**config.mk**
```make
export PLATFORM = sky130hd
export DESIGN_NAME = mul_seq_flat
export DESIGN_NICKNAME = d
export VERILOG_FILES = /design/src/rtl/mul_seq_pkg.sv /design/src/rtl/mul_seq_if.sv /design/src/rtl/adder.sv /design/src/rtl/mul_seq.sv /design/src/flat_wrapper.sv
export SDC_FILE = /design/constraint.sdc
export NUM_CORES = 1
export LEC_CHECK = 0
export ABC_AREA = 1
export CORE_MARGIN = 1
export CORE_UTILIZATION = 54
export DETAILED_ROUTE_END_ITERATION = 12
export PLACE_DENSITY = 0.83
export SLEW_MARGIN = 40
export SYNTH_ARGS = -nofsm -noshare
export SYNTH_HDL_FRONTEND = slang
export SYNTH_HIERARCHICAL = 1
export SYNTH_SLANG_ARGS = --single-unit
```
**constraint.sdc**
```tcl
create_clock -name clk -period 3.1 [get_ports clk]
set_input_delay 0.93 -clock clk [delete_from_list [all_inputs] [get_ports clk]]
set_output_delay 0.93 -clock clk [all_outputs]
set_load 0.01 [all_outputs]
```
**src/rtl/mul_seq_pkg.sv**
```systemverilog
// mul_seq_pkg: shared constants and types for the iterative RV32M multiplier.
//   XLEN       operand/result width (only 32 is supported)
//   MUL_ITERS  number of shift-add iterations in CALC
//   mul_op_e   request opcode encoding
//   mul_state_e sequencer state encoding
package mul_seq_pkg;

  localparam int XLEN      = 32;
  localparam int MUL_ITERS = 32;

  typedef enum logic [1:0] {
    OP_MUL    = 2'b00,  // low word, sign-agnostic
    OP_MULH   = 2'b01,  // signed x signed, high word
    OP_MULHSU = 2'b10,  // signed x unsigned, high word
    OP_MULHU  = 2'b11   // unsigned x unsigned, high word
  } mul_op_e;

  typedef enum logic [2:0] {
    ST_IDLE   = 3'd0,
    ST_NEG_A  = 3'd1,
    ST_NEG_B  = 3'd2,
    ST_CALC   = 3'd3,
    ST_FIX_LO = 3'd4,
    ST_FIX_HI = 3'd5,
    ST_DONE   = 3'd6
  } mul_state_e;

endpackage

```
**src/rtl/mul_seq_if.sv**
```systemverilog
// mul_seq_if: request/response bundle between the execute stage and mul_seq.
//   req_valid/req_ready    request handshake
//   req_op, req_a, req_b   opcode and operands (rs1, rs2)
//   resp_valid/resp_ready  response handshake
//   resp_result            selected product word
// master = core side, slave = multiplier side.
interface mul_seq_if;
  import mul_seq_pkg::*;

  logic            req_valid;
  logic            req_ready;
  logic [1:0]      req_op;
  logic [XLEN-1:0] req_a;
  logic [XLEN-1:0] req_b;
  logic            resp_valid;
  logic            resp_ready;
  logic [XLEN-1:0] resp_result;

  modport master (
    output req_valid, req_op, req_a, req_b, resp_ready,
    input  req_ready, resp_valid, resp_result
  );

  modport slave (
    input  req_valid, req_op, req_a, req_b, resp_ready,
    output req_ready, resp_valid, resp_result
  );

endinterface

```
**src/rtl/adder.sv**
```systemverilog
// adder: plain WIDTH-bit ripple/synthesised adder with carry in and out.
//   a, b  addends
//   cin   carry in
//   sum   a + b + cin (low WIDTH bits)
//   cout  carry out of the top bit
module adder #(
  parameter int WIDTH = 32
) (
  input  logic [WIDTH-1:0] a,
  input  logic [WIDTH-1:0] b,
  input  logic             cin,
  output logic [WIDTH-1:0] sum,
  output logic             cout
);

  assign {cout, sum} = {1'b0, a} + {1'b0, b} + {{WIDTH{1'b0}}, cin};

endmodule

```
**src/rtl/mul_seq.sv**
```systemverilog
// mul_seq: iterative RV32M multiplier (MUL/MULH/MULHSU/MULHU) built around a
// single shared adder. Operands are converted to magnitudes, multiplied by a
// 32-step shift-add loop, and the 64-bit product is negated back if needed.
//   clk, rst_n  clock, asynchronous active-low reset
//   flush       synchronous abort; in-flight op is dropped without response
//   bus         mul_seq_if.slave request/response handshake
// Optional build macro MUL_SEQ_EARLY_EXIT_EN: leave CALC as soon as the
// remaining multiplier bits are zero and finish the shifts with one barrel
// shift (variable latency, identical results).
module mul_seq
  import mul_seq_pkg::*;
(
  input  logic       clk,
  input  logic       rst_n,
  input  logic       flush,
  mul_seq_if.slave   bus
);

  localparam logic [2:0] IDLE   = ST_IDLE;
  localparam logic [2:0] NEG_A  = ST_NEG_A;
  localparam logic [2:0] NEG_B  = ST_NEG_B;
  localparam logic [2:0] CALC   = ST_CALC;
  localparam logic [2:0] FIX_LO = ST_FIX_LO;
  localparam logic [2:0] FIX_HI = ST_FIX_HI;
  localparam logic [2:0] DONE   = ST_DONE;

  logic [2:0]      state_r, state_next_s;
  logic [1:0]      op_r;
  logic            neg_a_r, neg_b_r, neg_p_r, c_r;
  logic [XLEN-1:0] mcand_r, hi_r, lo_r;
  logic [4:0]      cnt_r;
  logic            req_ready_r, resp_valid_r;
  logic [XLEN-1:0] resp_result_r;
  logic            accept_s, early_s;
  logic [XLEN-1:0] add_a_s, add_b_s, add_sum_s;
  logic            add_cin_s, add_cout_s;

`ifdef MUL_SEQ_EARLY_EXIT_EN
  // Multiplier bits not yet consumed by the shift-add loop.
  logic [XLEN-1:0] mrem_r;
  logic [5:0]      shamt_s;
  assign early_s = (mrem_r == 32'd0);
  assign shamt_s = 6'(MUL_ITERS) - {1'b0, cnt_r};
`else
  assign early_s = 1'b0;
`endif

  assign accept_s        = bus.req_valid && req_ready_r;
  assign bus.req_ready   = req_ready_r;
  assign bus.resp_valid  = resp_valid_r;
  assign bus.resp_result = resp_result_r;

  adder #(.WIDTH(XLEN)) u_adder (
    .a    (add_a_s),
    .b    (add_b_s),
    .cin  (add_cin_s),
    .sum  (add_sum_s),
    .cout (add_cout_s)
  );

  // Adder operand mux: conditional two's complement is (x ^ mask) + neg.
  always_comb begin
    add_a_s   = 32'd0;
    add_b_s   = 32'd0;
    add_cin_s = 1'b0;
    case (state_r)
      NEG_A: begin
        add_a_s   = mcand_r ^ {XLEN{neg_a_r}};
        add_cin_s = neg_a_r;
      end
      NEG_B: begin
        add_a_s   = lo_r ^ {XLEN{neg_b_r}};
        add_cin_s = neg_b_r;
      end
      CALC: begin
        add_a_s = hi_r;
        add_b_s = lo_r[0] ? mcand_r : 32'd0;
      end
      FIX_LO: begin
        add_a_s   = lo_r ^ {XLEN{neg_p_r}};
        add_cin_s = neg_p_r;
      end
      FIX_HI: begin
        // Carry out of the low-word negation only propagates when lo was 0.
        add_a_s   = hi_r ^ {XLEN{neg_p_r}};
        add_cin_s = c_r;
      end
      default: begin
        add_a_s   = 32'd0;
        add_b_s   = 32'd0;
        add_cin_s = 1'b0;
      end
    endcase
  end

  // Next-state logic; flush overrides every transition.
  always_comb begin
    state_next_s = state_r;
    if (flush) begin
      state_next_s = IDLE;
    end else begin
      case (state_r)
        IDLE:   state_next_s = accept_s ? NEG_A : IDLE;
        NEG_A:  state_next_s = NEG_B;
        NEG_B:  state_next_s = CALC;
        CALC:   state_next_s = ((cnt_r == 5'(MUL_ITERS - 1)) || early_s) ? FIX_LO : CALC;
        FIX_LO: state_next_s = FIX_HI;
        FIX_HI: state_next_s = DONE;
        DONE:   state_next_s = bus.resp_ready ? IDLE : DONE;
        default: state_next_s = IDLE;
      endcase
    end
  end

  // State, datapath registers and registered handshake outputs.
  always_ff @(posedge clk or negedge rst_n) begin
    if (!rst_n) begin
      state_r       <= IDLE;
      op_r          <= 2'd0;
      neg_a_r       <= 1'b0;
      neg_b_r       <= 1'b0;
      neg_p_r       <= 1'b0;
      c_r           <= 1'b0;
      mcand_r       <= 32'd0;
      hi_r          <= 32'd0;
      lo_r          <= 32'd0;
      cnt_r         <= 5'd0;
      req_ready_r   <= 1'b0;
      resp_valid_r  <= 1'b0;
      resp_result_r <= 32'd0;
`ifdef MUL_SEQ_EARLY_EXIT_EN
      mrem_r        <= 32'd0;
`endif
    end else begin
      req_ready_r <= (state_next_s == IDLE);
      state_r     <= state_next_s;
      if (flush) begin
        resp_valid_r <= 1'b0;
      end else begin
        case (state_r)
          IDLE: begin
            if (accept_s) begin
              // a is signed for every op except MULHU; b only for MUL/MULH.
              op_r    <= bus.req_op;
              mcand_r <= bus.req_a;
              lo_r    <= bus.req_b;
              hi_r    <= 32'd0;
              cnt_r   <= 5'd0;
              neg_a_r <= bus.req_a[31] & (bus.req_op != OP_MULHU);
              neg_b_r <= bus.req_b[31] & (bus.req_op[1] == 1'b0);
              neg_p_r <= (bus.req_a[31] & (bus.req_op != OP_MULHU)) ^
                         (bus.req_b[31] & (bus.req_op[1] == 1'b0));
            end
          end
          NEG_A: mcand_r <= add_sum_s;
          NEG_B: begin
            lo_r <= add_sum_s;
            hi_r <= 32'd0;
`ifdef MUL_SEQ_EARLY_EXIT_EN
            mrem_r <= add_sum_s;
`endif
          end
          CALC: begin
`ifdef MUL_SEQ_EARLY_EXIT_EN
            if (early_s) begin
              {hi_r, lo_r} <= {hi_r, lo_r} >> shamt_s;
            end else begin
              hi_r   <= {add_cout_s, add_sum_s[31:1]};
              lo_r   <= {add_sum_s[0], lo_r[31:1]};
              mrem_r <= mrem_r >> 1;
            end
`else
            hi_r <= {add_cout_s, add_sum_s[31:1]};
            lo_r <= {add_sum_s[0], lo_r[31:1]};
`endif
            cnt_r <= cnt_r + 5'd1;
          end
          FIX_LO: begin
            lo_r <= add_sum_s;
            c_r  <= add_cout_s;
          end
          FIX_HI: begin
            hi_r          <= add_sum_s;
            resp_valid_r  <= 1'b1;
            resp_result_r <= (op_r == OP_MUL) ? lo_r : add_sum_s;
          end
          DONE: begin
            if (bus.resp_ready) begin
              resp_valid_r <= 1'b0;
            end
          end
          default: ;
        endcase
      end
    end
  end

endmodule
```
**src/flat_wrapper.sv**
```systemverilog
// flat-port wrapper written by rule: the top's interface ports become plain ports
module mul_seq_flat import mul_seq_pkg::*;
  (clk, rst_n, flush, bus_req_valid, bus_req_op, bus_req_a, bus_req_b, bus_resp_ready, bus_req_ready, bus_resp_valid, bus_resp_result);
  mul_seq_if bus_i ();
  input  logic clk;
  input  logic rst_n;
  input  logic flush;
  input wire logic [$bits(bus_i.req_valid)-1:0] bus_req_valid;
  input wire logic [$bits(bus_i.req_op)-1:0] bus_req_op;
  input wire logic [$bits(bus_i.req_a)-1:0] bus_req_a;
  input wire logic [$bits(bus_i.req_b)-1:0] bus_req_b;
  input wire logic [$bits(bus_i.resp_ready)-1:0] bus_resp_ready;
  output wire logic [$bits(bus_i.req_ready)-1:0] bus_req_ready;
  output wire logic [$bits(bus_i.resp_valid)-1:0] bus_resp_valid;
  output wire logic [$bits(bus_i.resp_result)-1:0] bus_resp_result;
  assign bus_i.req_valid = bus_req_valid;
  assign bus_i.req_op = bus_req_op;
  assign bus_i.req_a = bus_req_a;
  assign bus_i.req_b = bus_req_b;
  assign bus_i.resp_ready = bus_resp_ready;
  assign bus_req_ready = bus_i.req_ready;
  assign bus_resp_valid = bus_i.resp_valid;
  assign bus_resp_result = bus_i.resp_result;
  mul_seq u_core (.clk(clk), .rst_n(rst_n), .flush(flush), .bus(bus_i));
endmodule
```
==> summary.md <==
| Metric | Value |
|---|---|
| Status | finished, violations left |
| Failing checks | negative setup slack |
| I/O Buffers | 104 |
| Residual DRC | 0 |
| Routed length per instance | 18.0 um |
| FF-to-FF Start | u_core/state_r[0] |
| Seq/Total Area, Yosys | 29.9% |
| TritonCTS Buffers | 17 |
| Synth Warn # | 6 |
| Relative slew margins | 59.6% |
| EDFF count, synth | 0 |
| Critical path arrival | 3.77 ns |
| Area growth from synthesis to layout | 36.8% |
| Share of cells above drive strength 1 | 20.3% |
| Area after DPL | 14300 um2 |
| Area of the mapped netlist | 12100 um2 |
| Switch share | 48.7% |
| Final worst path period share | 110% |
| Detailed Route Iter0 Violations | 1464 |
| Post-synth top cells | 857 x nand2_1, 252 x inv_1, 158 x nor2_1 |
| Worst-path fanout max | 6 |
| GRT Overall Usage | 36.1% |
| Cts hold-fix bufs | 0 |
| RSZ-0062 raised after global routing | yes |
| Pint | 6.11 mW |
| Core Region | 21800 um2 |
| Critical path required time | 3.46 ns |
| Synth top area share | 29.9% |
| Reg2Reg Depth | 20 |
| First-pass GRT wire length | 65200 um |
| Post-Syn Nets | 2162 |
| Final setup violation count | 83 |
| Psw | 5.79 mW |
| Leak pwr | 8.11 nW |
| Antenna violations before repair | 0 |
| Fin. Hold Viols | 0 |
| Wirelength, routed | 45500 um |
| Clock Path Buffers | 2 |
| Synth async-reset ratio | 100% |
| Area leader, netlist | dfrtp_1 |
| Chip height | 151 um |
| Cell row count | 54 |
| Pwr Density | 722 nW/um2 |
| Largest net degree at the start of global routing | 65 |
| Vias in the first global route | 13.4k |
| Cells after Synth | 2056 |
| Ports | 105 |
| Slew @ Worst Pin | 0.605 ns |
| R2R Setup Slk | -0.31 ns |
| Startpoint types | flop |
| Slew Limit Fails | 0 |
| Vias | 14.9k |
| N_diodes | 0 |
| Combinational share of power | 57.2% |
| Die width | 151 um |
| Max-cap violations | 0 |
| Post-synthesis register bit count | 144 |
| Antenna-violating nets left | 0 |
| Achievable clock frequency | 293 MHz |
| Top area cells in the synthesized netlist | dfrtp_1 30%, nand2_1 27%, inv_1 7.8% |
| Fin Hold WS | 0.450 ns |
| Crit end category | flop |
| Clk sink count | 144 |
| Initial DRT Pass Iterations | 9 |
| Critical path class | reg2reg |
| Sequential share of power | 24.7% |
| Design area | 16500 um2 |
| R2r endpoint | u_core/hi_r[15] |
| CTS H-tree lvls | 4 |
| Worst-Skew Late Latency | 0.44 ns |
| Post-Syn Area per Cell | 5.86 um2 |
| Detail Placement HPWL | 28600 um |
| Clock share of power | 18.1% |
| Final cell count without fillers | 2531 |
| Worst-path clk slew | 0.07 ns |
| Peak VDD IR | 0.000524 V |
| Setup ws final | -0.309 ns |
| Top-count cell post-synth | nand2_1 |
| Grt ovf | 0 |
| Hold Path Class | in2async |
| Top FF cell, synth | dfrtp_1 |
| Clock Skew | 0.0111 ns |
| Fin crit period | 3.41 ns |
| Setup_tns | -9.02 ns |
| CTS tree | yes |
| Root Buffer | clkbuf_16 |
| Synth cell types | 36 |
| GPL Wtd Cong | 0.966 |
| DP Worst Slack | -0.264 ns |
| Initial core utilization | 55.2% |
| Via density | 5.87 |
| Nets | 2344 |
| Die footprint | 22900 um2 |
| Placed cell count | 2477 |
==> state kept, by name (all words and copies together) (netlist names) <==
name	count
u_core/bus.resp_valid	1
u_core/state_r	3
u_core/cnt_r	5
u_core/neg_p_r	1
u_core/mcand_r	32
u_core/c_r	1
u_core/lo_r	32
u_core/op_r	2
u_core/hi_r	32
u_core/bus.resp_result	32
u_core/neg_a_r	1
u_core/neg_b_r	1
u_core/bus.req_ready	1
==> timing repair <==
action / in CTS / in global routing
pin swaps: 13 / 65
cloned: 0 / 5
gates resized for setup: 44 / 286
endpoints found under the setup margin: 83 / 110
buffers inserted: 5 / 12
==> per-stage QoR <==
step                      power [mW]  util (%)
after floorplan                 6.32         -
after global placement          8.27      65.6
after detailed placement        8.43      65.6
after CTS                       10.7      69.4
final                           11.9      75.6
after global routing            12.5      75.6
==> worst max-delay path by stage <==
stage                            from            endpoint  slack, ns  depth (start not counted)
floorplan           u_core/state_r[0]     u_core/hi_r[27]     -0.003                         25
global placement    u_core/state_r[1]     u_core/hi_r[13]      -0.18                         17
detailed placement  u_core/state_r[1]  u_core/mcand_r[14]      -0.26                         17
CTS                 u_core/state_r[0]  u_core/mcand_r[22]      -0.03                         22
global route        u_core/state_r[1]     u_core/hi_r[31]      -0.45                         26
finish              u_core/state_r[0]     u_core/hi_r[15]      -0.31                         20
==> placed cells by master, fill, tap and decap left out, types with 17 or more instances in the layout <==
master	n
clkdlybuf4s50_1	103
nand2_1	771
inv_2	23
o22ai_1	20
nor3_1	27
clkbuf_16	22
nand3_2	18
inv_1	226
buf_4	127
o21ai_1	40
dfrtp_1	141
ha_4	25
o21ai_0	84
a21oi_2	17
nand3_1	115
a21oi_1	53
nand2_4	23
a31oi_1	33
nor2_2	18
nand2_2	69
nor2_1	139
==> power by group through the flow <==
stage	combinational, mW	sequential (mW)	clock (mW)
CTS	5.68	2.91	2.15
global route	7.29	3.00	2.23
finish	6.80	2.94	2.15
floorplan	3.57	2.75	0
detailed placement	5.50	2.93	0
global placement	5.36	2.91	0
==> critical path, cell delays in order, from the launching register on <==
cell and delay [ns]:
dfrtp_2 0.46, inv_4 0.05, nor2_4 0.19, nand2_4 0.12, buf_8 0.17, buf_12 0.15
a21oi_1 0.20, nor3_1 0.08, nand2_1 0.13, ha_4 0.23, nand2_1 0.16, inv_1 0.08
a21oi_1 0.27, nand2_4 0.11, nand2_2 0.07, nand3b_1 0.14, xor2_2 0.29, inv_2 0.10
o22ai_2 0.16, nand2_1 0.07, o21ai_1 0.09
==> layout make-up <==
| cell class | count | area [um2] |
|---|---|---|
| tap | 280 | 350 |
| fill | 1591 | 5340 |
| multi-input combinational | 1557 | 8390 |
| sequential | 144 | 3610 |
| clock inverter | 12 | 150 |
| clock buffer | 20 | 447 |
| inverter | 255 | 972 |
| timing repair buffer | 263 | 2570 |
==> logic make-up after synthesis <==
family / share of synthesized area (%)
AO/OA/AOI/OAI: 12.4
AND/OR/NAND/NOR: 40.2
flip-flops: 29.9
adder cells (fa/ha/maj): 3.76
XOR/XNOR: 2.25
buffers and inverters: 11.5
==> metal layers <==
layer,GRT usage (%),part of all wire [%]
met4,14.9,5.1
met1,44.9,38
met3,7.35,10
met5,1.14,0
met2,60.5,47
No activity file was read; power rests on OpenSTA's default activity.
